--- src/rtl/otbn_pq_ntt_seq_pkg.sv ---
// Shared PQ definitions: ALU opcodes and NTT sequencer FSM states.
package otbn_pq_ntt_seq_pkg;

  typedef enum logic [2:0] {
    AluOpPqAdd,
    AluOpPqSub,
    AluOpPqMontMul,
    AluOpPqButterflyCT,
    AluOpPqButterflyGS
  } alu_op_pq_e;

  typedef enum logic [1:0] {
    NttSeqIdle,
    NttSeqIssue,
    NttSeqDone
  } ntt_seq_state_e;

endpackage

--- src/rtl/otbn_pq_ntt_addr_gen.sv ---
// Combinational next-butterfly computation: advances (j, base, len, k) one step
// and derives the index pair, twiddle and last flag of the resulting butterfly.
module otbn_pq_ntt_addr_gen #(
  parameter int unsigned LogN = 8
) (
  input  logic            inverse_i,
  input  logic [LogN:0]   j_i,
  input  logic [LogN:0]   base_i,
  input  logic [LogN:0]   len_i,
  input  logic [LogN:0]   k_i,
  output logic [LogN:0]   j_o,
  output logic [LogN:0]   base_o,
  output logic [LogN:0]   len_o,
  output logic [LogN:0]   k_o,
  output logic [LogN-1:0] idx0_o,
  output logic [LogN-1:0] idx1_o,
  output logic [LogN-1:0] twiddle_o,
  output logic            last_o
);

  localparam int unsigned CW = LogN + 1;
  localparam logic [CW-1:0] One   = CW'(1);
  localparam logic [CW-1:0] NVal  = One << LogN;
  localparam logic [CW-1:0] HalfN = NVal >> 1;

  logic final_stage;

  always_comb begin
    j_o    = j_i + One;
    base_o = base_i;
    len_o  = len_i;
    k_o    = k_i;
    if (j_i == len_i - One) begin
      j_o = '0;
      k_o = inverse_i ? (k_i - One) : (k_i + One);
      if ((base_i + (len_i << 1)) < NVal) begin
        base_o = base_i + (len_i << 1);
      end else begin
        base_o = '0;
        len_o  = inverse_i ? (len_i << 1) : (len_i >> 1);
      end
    end

    // Flag describes the butterfly the new counters point at, so it can be registered alongside it.
    final_stage = inverse_i ? (len_o == HalfN) : (len_o == One);
    last_o      = final_stage && (j_o == len_o - One) && ((base_o + (len_o << 1)) == NVal);

    idx0_o    = LogN'(base_o + j_o);
    idx1_o    = LogN'(base_o + j_o + len_o);
    twiddle_o = LogN'(k_o);
  end

endmodule

--- src/rtl/otbn_pq_ntt_seq.sv ---
// NTT/INTT butterfly sequencer: issues every butterfly of a length-2^LogN
// transform as a valid/ready command with fully registered outputs.
module otbn_pq_ntt_seq
  import otbn_pq_ntt_seq_pkg::*;
#(
  parameter int unsigned LogN = 8
) (
  input  logic            clk_i,
  input  logic            rst_i,
  input  logic            start_i,
  input  logic            inverse_i,
  input  logic            abort_i,
  output logic            busy_o,
  output logic            done_o,
  output logic            bf_valid_o,
  input  logic            bf_ready_i,
  output logic [LogN-1:0] bf_idx0_o,
  output logic [LogN-1:0] bf_idx1_o,
  output logic [LogN-1:0] bf_twiddle_idx_o,
  output alu_op_pq_e      bf_op_o,
  output logic            bf_last_o
);

  localparam int unsigned CW = LogN + 1;
  localparam logic [CW-1:0] One   = CW'(1);
  localparam logic [CW-1:0] NVal  = One << LogN;
  localparam logic [CW-1:0] HalfN = NVal >> 1;

  ntt_seq_state_e  state_q, state_d;
  logic [CW-1:0]   j_q, j_d, base_q, base_d, len_q, len_d, k_q, k_d;
  logic [LogN-1:0] idx0_q, idx0_d, idx1_q, idx1_d, tw_q, tw_d;
  alu_op_pq_e      op_q, op_d;
  logic            last_q, last_d, valid_q, valid_d, busy_q, busy_d, done_q, done_d;

  logic [CW-1:0]   j_n, base_n, len_n, k_n;
  logic [LogN-1:0] idx0_n, idx1_n, tw_n;
  logic            last_n;

  otbn_pq_ntt_addr_gen #(.LogN(LogN)) u_addr_gen (
    .inverse_i (op_q == AluOpPqButterflyGS),
    .j_i       (j_q),
    .base_i    (base_q),
    .len_i     (len_q),
    .k_i       (k_q),
    .j_o       (j_n),
    .base_o    (base_n),
    .len_o     (len_n),
    .k_o       (k_n),
    .idx0_o    (idx0_n),
    .idx1_o    (idx1_n),
    .twiddle_o (tw_n),
    .last_o    (last_n)
  );

  always_comb begin
    state_d = state_q;
    j_d     = j_q;
    base_d  = base_q;
    len_d   = len_q;
    k_d     = k_q;
    idx0_d  = idx0_q;
    idx1_d  = idx1_q;
    tw_d    = tw_q;
    op_d    = op_q;
    last_d  = last_q;

    unique case (state_q)
      NttSeqIdle: begin
        if (start_i) begin
          state_d = NttSeqIssue;
          j_d     = '0;
          base_d  = '0;
          len_d   = inverse_i ? One : HalfN;
          k_d     = inverse_i ? (NVal - One) : One;
          op_d    = inverse_i ? AluOpPqButterflyGS : AluOpPqButterflyCT;
          idx0_d  = '0;
          idx1_d  = LogN'(len_d);
          tw_d    = LogN'(k_d);
          last_d  = 1'b0;
        end
      end
      NttSeqIssue: begin
        // Abort wins over a handshake in the same cycle.
        if (abort_i) begin
          state_d = NttSeqIdle;
        end else if (valid_q && bf_ready_i) begin
          j_d    = j_n;
          base_d = base_n;
          len_d  = len_n;
          k_d    = k_n;
          idx0_d = idx0_n;
          idx1_d = idx1_n;
          tw_d   = tw_n;
          last_d = last_n;
          if (last_q) state_d = NttSeqDone;
        end
      end
      NttSeqDone: state_d = NttSeqIdle;
      default:    state_d = NttSeqIdle;
    endcase

    valid_d = (state_d == NttSeqIssue);
    busy_d  = (state_d != NttSeqIdle);
    done_d  = (state_d == NttSeqDone) && (state_q != NttSeqDone);
  end

  always_ff @(posedge clk_i or posedge rst_i) begin
    if (rst_i) begin
      state_q <= NttSeqIdle;
      j_q     <= '0;
      base_q  <= '0;
      len_q   <= '0;
      k_q     <= '0;
      idx0_q  <= '0;
      idx1_q  <= '0;
      tw_q    <= '0;
      op_q    <= AluOpPqButterflyCT;
      last_q  <= 1'b0;
      valid_q <= 1'b0;
      busy_q  <= 1'b0;
      done_q  <= 1'b0;
    end else begin
      state_q <= state_d;
      j_q     <= j_d;
      base_q  <= base_d;
      len_q   <= len_d;
      k_q     <= k_d;
      idx0_q  <= idx0_d;
      idx1_q  <= idx1_d;
      tw_q    <= tw_d;
      op_q    <= op_d;
      last_q  <= last_d;
      valid_q <= valid_d;
      busy_q  <= busy_d;
      done_q  <= done_d;
    end
  end

  assign busy_o           = busy_q;
  assign done_o           = done_q;
  assign bf_valid_o       = valid_q;
  assign bf_idx0_o        = idx0_q;
  assign bf_idx1_o        = idx1_q;
  assign bf_twiddle_idx_o = tw_q;
  assign bf_op_o          = op_q;
  assign bf_last_o        = last_q;

endmodule

--- config.mk ---
export PLATFORM = sky130hd
export DESIGN_NAME = otbn_pq_ntt_seq
export DESIGN_NICKNAME = d
export VERILOG_FILES = /design/src/rtl/otbn_pq_ntt_seq_pkg.sv /design/src/rtl/otbn_pq_ntt_addr_gen.sv /design/src/rtl/otbn_pq_ntt_seq.sv
export SDC_FILE = /design/constraint.sdc
export NUM_CORES = 1
export LEC_CHECK = 0
export BUFFER_PORTS_ARGS = -buffer_cell sky130_fd_sc_hd__buf_2
export CAP_MARGIN = 5
export CORE_ASPECT_RATIO = 0.8
export CORE_MARGIN = 1
export CORE_UTILIZATION = 39
export CTS_BUF_LIST = sky130_fd_sc_hd__clkbuf_8 sky130_fd_sc_hd__clkbuf_16
export DETAILED_ROUTE_END_ITERATION = 6
export PLACE_DENSITY = 0.67
export SLEW_MARGIN = 30
export SYNTH_ARGS = -nofsm -noshare
export SYNTH_HDL_FRONTEND = slang
export SYNTH_SLANG_ARGS = --single-unit
--- constraint.sdc ---
create_clock -name clk_i -period 4.35 [get_ports clk_i]
set_input_delay 0 -clock clk_i [delete_from_list [all_inputs] [get_ports clk_i]]
set_output_delay 0 -clock clk_i [all_outputs]
set_load 0.005 [all_outputs]
==> After elaboration in Yosys (flattened, before gate mapping) <==
Index checks and enable logic that the tools add are counted.
{ "word_totals": {"regBits": 69, "input_bits": 6, "out_inout_bits": 31, "wordCells": 96} }
{ "classes": {"add_sub_neg": 9, "order_cmp": 1, "n_eq_ne": 14, "mux": 48, "reduce_logical": 10} }
{ "ops": {"columns": ["op", "n"], "rows": [
  ["$mux 9", 19],
  ["$mux 8", 11],
  ["$pmux 9 s2", 4],
  ["$pmux 8 s2", 3],
  ["$sub 9x1->9 const B", 3],
  ["$add 9x1->9 const B", 2],
  ["$add 9x9->9", 2],
  ["$eq 9x9->1", 2],
  ["$add 8x8->8", 2],
  ["$eq 9x1->1 const B", 1],
  ["$eq 9x8->1 const B", 1],
  ["$eq 9x9->1 const B", 1],
  ["$lt 9x9->1 const B", 1],
  ["$mux 2", 4],
  ["$ne 2x2->1 const B", 4],
  ["$reduce_and 5->1", 1],
  ["$eq 2x1->1 const B", 2],
  ["$logic_and 1x1->1", 4],
  ["$mux 1", 4],
  ["$pmux 2 s2", 1],
  ["$reduce_and 4->1", 1],
  ["$reduce_bool 2->1", 2],
  ["$eq 3x3->1 const B", 1],
  ["$mux 3", 1],
  ["5 further kinds", 5]
]} }

==> Longest topological paths before layout <==
Gate-level depths: netlist of the first run.
{ "depth": {"ltp_word": 11, "mapped_depth": 24, "depth_no_buf": 22} }

==> Hierarchy <==
A second synthesis of the first run with hierarchy kept.
{ "hier_totals": {"cells_unflattened": 609, "area_unflattened_um2": 5639.2} }
{ "modules_own_cells": {"columns": ["module", "instances", "cells_per_inst", "area_per_inst_um2"], "rows": [
  ["otbn_pq_ntt_addr_gen", 1, 407, 2961.6],
  ["otbn_pq_ntt_seq", 1, 202, 2677.6]
]} }

==> Least setup slack after synthesis of the first run <==
Ideal clock, no wire load.
{ "synth_path": {"path_kind": "register to register", "startpoint": "register len_q[1]", "endpoint": "register last_q, in the netlist bf_last_o", "setup_ps": 77, "arrival_ps": 4631, "setup_slack_ps": -358, "path_stages_with_launch": 25, "path_cell_list": "dfrtp_1 inv_1 ha_1 nand2b_1 a21oi_1 a311oi_1 o2111a_2 nand2_1 clkbuf_1 buf_1 nand2_1 nand2_1 ha_1 inv_1 fa_1 xnor2_1 a21oi_1 o2111ai_1 a2111oi_0 o21ai_0 a31oi_1 o211ai_1 a2111oi_0 o2111ai_1 o21ai_1"} }
{ "synth_via": {"elab_chain_cells": 11} }
{ "synth_rtl": {"columns": ["item", "line", "text"], "rows": [
  ["start, declared", "otbn_pq_ntt_seq.sv:30", "logic [CW-1:0] j_q, j_d, base_q, base_d, len_q, len_d, k_q, k_d;"],
  ["start signal, assigned", "otbn_pq_ntt_seq.sv:126", "len_q <= len_d;"],
  ["$add 9x9->9", "otbn_pq_ntt_addr_gen.sv:36, otbn_pq_ntt_addr_gen.sv:37", null],
  ["$lt 9x9->1", "otbn_pq_ntt_addr_gen.sv:36", "if ((base_i + (len_i << 1)) < NVal) begin"],
  ["$mux 9", "otbn_pq_ntt_addr_gen.sv:36", null],
  ["$mux 9", "otbn_pq_ntt_addr_gen.sv:33", "if (j_i == len_i - One) begin"],
  ["$sub 9x1->9 (tied with other cells)", "otbn_pq_ntt_addr_gen.sv:46", "last_o = final_stage && (j_o == len_o - One) && ((base_o + (len_o << 1)) == NVal);"],
  ["$eq 9x9->1 or $mux 1 (tied branches)", "otbn_pq_ntt_addr_gen.sv:46, otbn_pq_ntt_addr_gen.sv:45", null],
  ["$logic_and 1x1->1", "otbn_pq_ntt_addr_gen.sv:46", null],
  ["$logic_and 1x1->1 *", "otbn_pq_ntt_addr_gen.sv:46", null],
  ["$mux 1 *", "otbn_pq_ntt_seq.sv:86", "end else if (valid_q && bf_ready_i) begin"],
  ["$mux 1 *", "otbn_pq_ntt_seq.sv:84", "if (abort_i) begin"],
  ["$pmux 1 s2 *", "otbn_pq_ntt_seq.sv:67", "unique case (state_q)"],
  ["end signal, assigned", "otbn_pq_ntt_seq.sv:132", "last_q <= last_d;"],
  ["end, declared", "otbn_pq_ntt_seq.sv:33", "logic last_q, last_d, valid_q, valid_d, busy_q, busy_d, done_q, done_d;"]
]} }
Mark *: on every way between the ends. The rest lies on a longest branch, timed or not. The select of a mux whose other input is x is not followed.
A chain may end at the register's enable or synchronous reset.

==> Worst setup path after layout of the first run <==
{ "layout_path": {"startpoint": "register len_q[1]", "endpoint": "register idx1_q[7], in the netlist bf_idx1_o[7]"} }
{ "layout_via": {"elab_chain_cells": 9} }
{ "layout_rtl": {"columns": ["item", "line", "text"], "rows": [
  ["$add 9x9->9", "otbn_pq_ntt_addr_gen.sv:36, otbn_pq_ntt_addr_gen.sv:37", null],
  ["$lt 9x9->1", "otbn_pq_ntt_addr_gen.sv:36", null],
  ["$mux 9", "otbn_pq_ntt_addr_gen.sv:36", null],
  ["$mux 9", "otbn_pq_ntt_addr_gen.sv:33", null],
  ["$add 8x8->8", "otbn_pq_ntt_addr_gen.sv:49", "idx1_o = LogN'(base_o + j_o + len_o);"],
  ["$add 8x8->8 *", "otbn_pq_ntt_addr_gen.sv:49", null],
  ["$mux 8 *", "otbn_pq_ntt_seq.sv:86", null],
  ["$mux 8 *", "otbn_pq_ntt_seq.sv:84", null],
  ["$pmux 8 s2 *", "otbn_pq_ntt_seq.sv:67", null],
  ["end signal, assigned", "otbn_pq_ntt_seq.sv:129", "idx1_q <= idx1_d;"],
  ["end, declared", "otbn_pq_ntt_seq.sv:31", "logic [LogN-1:0] idx0_q, idx0_d, idx1_q, idx1_d, tw_q, tw_d;"]
]} }
Marks and branches as above.

==> impl_metrics.ini, run 1 <==
[outcome]
status = finished, violations left
failed_checks = negative setup slack

[drt]
via_count = 4992
ant_nets = 0
viasPerCell = 5.46
drt_iter0_drc = 329
drtPass1Iterations = 5
wl_per_cell_um = 17.7
wl_um = 16200
drcViolationCount = 0

[critical_path]
crit_arrival_ns = 4.64
r2r_start = len_q[1]
path_buf_inv = 4
worstPathCellList = inv_2, ha_4, nor2b_4, nand2_1, a311oi_4, o2111ai_4, nor2_4, buf_4, buf_12, nor2_1, ha_2, fa_2, a21o_1, a21oi_2, buf_4, xnor2_2, ha_1, nand3_1, nand2_1, a41o_1, o41ai_2, xnor2_1, a21oi_1
cp.required_ns = 4.56
reg2reg_setup_slack_ns = -0.08
r2r_end = bf_idx1_o[7]
cp_top_family = compound AO/OA/AOI/OAI gates
cp.depth = 23
critPathMaxStageDelay_ns = 0.45
critPathSlowestCell = dfrtp_2
critPathMaxFanout = 5
cp-startpoint = len_q[1]
reg2reg_depth = 23
cp-endpoint = bf_idx1_o[7]
crit_path_start_kind = flip-flop
path_class = flip-flop to flip-flop
end_kind = flip-flop

[global_route]
overflow = 0
grt_pass1_wl_um = 25200
grt_max_degree = 60
antenna_found_initial = 0
grt_usage_pct = 25.4
grt_pass1_vias = 4793

[clock_tree]
numCtsBuffers = 9
clk_path_buf_depth = 2
insertion_delay_ns = 0.34
clock-root-buffer = clkbuf_16
cts.sinks = 59
clk_pin_slew_ns = 0.06
htree_levels = 3
cts_tree = done

[yosys]
avgSynthCellArea_um2 = 8.16
async_reset_ff_share_pct = 100
syn_area_um2 = 4920
ys_warn_count = 0
syn-instance-count = 603
ys_ff_latch = 59
seq_area_frac_synth_pct = 30.0
synth_enable_flop_cells = 0
synth-main-ff-cell = dfrtp_1
netlist-cell-type-count = 65
synth_nets = 649

[job]
cap_violations = 0

[power_and_ir_drop]
power_frac_seq_pct = 30.1
p_sw_share_pct = 34.2
finalPower_mw = 2.17
vdd_drop_max_mv = 0.286
p_switching_mw = 0.744
power_frac_comb_pct = 33.2
power_frac_clock_pct = 36.7
total_leakage_power_nw = 3.32
power.density_nw_per_um2 = 326
p_int_mw = 1.43

[sta]
fin_hold_ws_ns = 0.0370
slew_viol_final = 0
fmax_mhz = 226
hold_violations = 0
slew_headroom_pct = 47.5
worstMarginPinSlew_ns = 0.787
rsz0062_at_grt = true
timing.final.crit_share_pct = 102
skew_ns = 0.00643
post-route-min-period_ns = 4.43
setup_viol = 4
worst_slack_ns = -0.0758

[floorplanning]
io_pins = 37
die_x_um = 128
start_util_pct = 40.2
core_area_um2 = 12300
dieHeight_um = 102
die-area_um2 = 13100
rows = 36

[place]
dp_worst_setup_slack_ns = -0.384
dpl-instance-area_um2 = 5930
post-dp-hpwl_um = 11600
numPortBuffers = 36
gp_congestion = 0.958

[min_path]
hold_class = primary input to flip-flop
hp-start = abort_i

[cells_and_area]
final_layout_size_suffix_gt1_share_pct = 30.6
area_growth_pct = 35.6
final_util_pct = 54.5
antennaDiodeCount = 0
fin_area_um2 = 6680
num-nets-final = 784
fillCellCount = 1101
-- how the worst min path moves through the flow --
stage | to | cells past startpoint
finish | done_o | 3
global route | state_q[1] | 3
CTS | done_o | 3
detailed placement | state_q[0] | 3
global placement | base_q[8] | 3
floorplan | bf_op_o[2] | 2
-- area by class of cell --
cell class                      instances  area (um2)  area share [%]
Multi-Input combinational cell        489        3470            52.0
Sequential cell                        59        1480            22.2
Timing Repair Buffer                  153        1090            16.3
Clock buffer                            9         225            3.37
Tap cell                              171         214            3.20
Clock inverter                          7         100            1.50
Inverter                               26        97.6            1.46
-- Yosys cell counts, types with 6 or more instances --
cell type / n / share of area, %
nor3_1: 7 / 0.71
nor2b_1: 6 / 0.76
a21oi_1: 45 / 4.6
o31ai_1: 8 / 1.2
o21ai_0: 45 / 4.6
nor2_1: 40 / 3.0
dfrtp_1: 58 / 29
nand2b_1: 9 / 1.1
mux2i_1: 10 / 2.0
clkbuf_1: 15 / 1.1
ha_1: 36 / 9.1
nand2_1: 89 / 6.8
inv_1: 26 / 2.0
and2_1: 7 / 0.89
xnor2_1: 40 / 7.1
and3_1: 9 / 1.1
xor2_1: 12 / 2.1
buf_2: 6 / 0.61
a21o_1: 14 / 2.1
nand3_1: 38 / 3.9
o21bai_1: 8 / 1.2
-- layer usage --
layer,vias to the layer above,GRT usage (%),wire [um]
li1,2402,-,-
met1,2390,36.4,8010
met2,165,37.7,6870
met3,35,6.07,961
met4,0,8.33,334
met5,-,0,0
-- cell usage in the layout (no fill, tap or decap), drive strengths merged, types with 4 or more instances in the layout --
cell type	n
a211oi	4
buf	151
and2	8
xor2	13
nor2	40
xnor2	41
ha	36
nor3	11
a31oi	4
o31ai	8
dfrtp	58
nand3	39
o21bai	8
fa	4
and3	9
nor2b	6
a21oi	45
mux2i	10
o21ai	46
inv	28
clkbuf	9
a21o	14
nand4	4
nand2	89
nand2b	9
-- logic make-up after synthesis --
kind of cell | count (synthesis) | synth area share (%)
AOI/OAI and AO/OA | 158 | 20.4
xor gates and xnor gates | 54 | 9.91
adders and majority gates | 41 | 11.0
buffers and inverters | 55 | 4.75
DFF | 59 | 30.0
muxes | 10 | 2.03
and+or+nand+nor | 226 | 21.9
-- stage by stage --
stage | std cells | TNS, ns
final | 914 | -0.185
after global routing | 914 | -1.19
after CTS | 903 | -0.194
after detailed placement | 877 | -0.506
after global placement | 877 | -0.187
after floorplan | 603 | -0.0240
-- worst min-delay path, delay by kind of cell --
family | cells | cell delay (ns)
buffers and inverters | 1 | 0.08
and+or+nand+nor | 2 | 0.26
-- repair_timing --
| item | CTS | global route |
|---|---|---|
| gates resized for setup | 25 | 31 |
| setup endpoints to repair | 4 | 5 |
| pin swaps | 13 | 24 |
| endpoints found under the hold margin | 60 | 0 |
| hold buffers | 2 | 0 |
| buffers inserted | 8 | 11 |
-- flip-flops by register name (all words and copies together) (netlist names), 2 cells and up --
signal,cells
state_q,2
len_q,9
base_q,9
k_q,7
j_q,9
bf_op_o,2
bf_idx0_o,8
bf_idx1_o,8
-- power groups by stage --
stage	registers, mW	logic [mW]	clock network, mW
6_report	0.654	0.723	0.798
5_1_grt	0.661	0.791	0.826
4_1_cts	0.653	0.684	0.808
3_5_place_dp	0.662	0.641	0
3_3_place_gp	0.657	0.627	0
2_1_floorplan	0.656	0.415	0
Power figures use the tool's default switching activity.
==> run 2: changes to the inputs <==
Settings changed: CAP_MARGIN 5 to 20, MAX_ROUTING_LAYER set to met4.
==> run 2 against run 1 <==
Net effect: the flow now finishes without violations; power decreased by 4.8%; utilization grew 0.62 points; global-route usage increased by 1.3 points; highest routed layer unchanged; largest power group is now combinational cells.
==> impl_metrics.ini, run 2 (synthesis gave the netlist of run 1 again) <==
[critical_path]
cp.required_ns = 4.57
end_kind = flip-flop
path_class = flip-flop to flip-flop
crit_arrival_ns = 4.53
crit_path_start_kind = flip-flop
critPathMaxFanout = 4

[cells_and_area]
area_growth_pct = 37.2
largest_registers = base_q x9, j_q x9, len_q x9
final_layout_size_suffix_gt1_share_pct = 33.0
antennaDiodeCount = 0
mostFrequentLayoutCells = 109 x buf_4, 84 x nand2_1, 56 x dfrtp_1, 39 x o21ai_0, 38 x nand3_1
num-nets-final = 783
layout_commonest_cell = buf_4

[power_and_ir_drop]
total_leakage_power_nw = 3.29
finalPower_mw = 2.07
power.density_nw_per_um2 = 306
vdd_drop_max_mv = 0.253

[place]
numPortBuffers = 36
gp_congestion = 0.974
post-dp-hpwl_um = 11900

[global_route]
use_met2_pct = 38.8
grt_usage_pct = 26.7
grt_pass1_wl_um = 25700
grt-busiest-layer = met2
overflow = 0
grt_pass1_vias = 4801
grt_util_met3_pct = 6.28
grt_use_met1_pct = 37.2
grt_max_degree = 60
antenna_found_initial = 0

[job]
cap_violations = 0

[floorplanning]
dieHeight_um = 102
rows = 36
die-area_um2 = 13100
io_pins = 37
die_x_um = 128
core_area_um2 = 12300
start_util_pct = 40.2

[drt]
wl_per_cell_um = 17.7
drtPass1Iterations = 5
via_count = 5008
viasPerCell = 5.49
drt_iter0_drc = 361
drcViolationCount = 0
wl_um = 16200
ant_nets = 0

[sta]
setup_viol = 0
skew_ns = 0.00914
slew_viol_final = 0
worstMarginPinSlew_ns = 0.769
slew_headroom_pct = 48.8
post-route-min-period_ns = 4.30
fmax_mhz = 232
hold_violations = 0
timing.final.crit_share_pct = 99.0
fin_setup_tns_ns = 0
rsz0062_at_grt = true

[min_path]
hold_class = primary input to flip-flop

[clock_tree]
clk_path_buf_depth = 2
htree_levels = 3
cts_tree = done
clock-root-buffer = clkbuf_16
cts.sinks = 59
insertion_delay_ns = 0.35
numCtsBuffers = 9
clk_pin_slew_ns = 0.06

[outcome]
status = complete, no violations
==> run 2: cell types whose count changed in the layout (fill, tap and decap cells not counted), sizes merged <==
cell	before	now
bufinv	2	0
clkinv	3	5
inv	28	27
buf	151	150
clkinvlp	0	1
==> run 2: layer usage <==
metal / share of wire [%] / up-vias / wire length [um]
met5: 0 / - / 0
met4: 1.7 / 0 / 276
met3: 7.0 / 28 / 1130
met2: 43 / 173 / 7040
met1: 48 / 2407 / 7750
li1: - / 2400 / -
==> run 2: what timing repair did <==
item	CTS	global route
hold endpoints to repair	59	0
setup endpoints to repair	4	4
resized for setup	40	41
pin swaps	20	38
buffers inserted	14	9
hold buffers	2	0
==> run 2: stage by stage <==
step	worst slack, ns	hold slack (ns)	utilization (%)	cells	instance area [um2]
finish	0.0454	0.0410	55.1	913	6750
global route	-0.188	0.0854	55.1	913	6750
CTS	-0.0680	0.0416	52.9	904	6490
detailed placement	-0.275	0.285	48.1	872	5900
global placement	-0.244	0.269	48.1	872	5890
floorplan	-0.0240	0.154	-	603	4960
==> run 2: report_power, final <==
part	switching, mW	leakage, nW	internal [mW]	total [mW]
clock	0.286	0.136	0.388	0.674
sequential	0.0482	0.779	0.602	0.651
combinational	0.414	2.38	0.331	0.746
==> run 2: final timing paths <==
check                              from            to  slack, ns  cells past startpoint
max                            len_q[1]  bf_idx1_o[7]       0.05                     21
min                             abort_i    state_q[1]       0.04                      3
max reg2reg                    len_q[1]  bf_idx1_o[7]       0.05                     21
min reg2reg                bf_idx1_o[2]  bf_idx1_o[2]       0.48                      2
max in group asynchronous         rst_i      len_q[1]       3.36                      4
min in group asynchronous         rst_i        k_q[5]       0.42                      4
==> run 2: final cells by class <==
class / count / area (um2)
clock inverter: 7 / 52.6
tap: 171 / 214
timing repair buffer: 152 / 1070
clock buffer: 9 / 225
multi-input combinational: 489 / 3610
inverter: 26 / 97.6
sequential: 59 / 1480
fill: 1140 / 5500
==> run 2: worst max-delay path: stages, from the launching register on <==
cell and delay (ns):
dfrtp_2 0.43, inv_2 0.08, ha_4 0.15, nor2b_4 0.16, nand2_2 0.07, a311oi_4 0.34
o2111a_2 0.34, nand3_4 0.10, and2_4 0.18, ha_2 0.19, fa_2 0.35, a21o_1 0.21
a21oi_4 0.22, o21bai_1 0.09, a21oi_1 0.17, xnor2_1 0.13, ha_2 0.34, nor2_1 0.04
nor2_1 0.12, o41ai_2 0.11, xnor2_1 0.27, a21oi_1 0.10
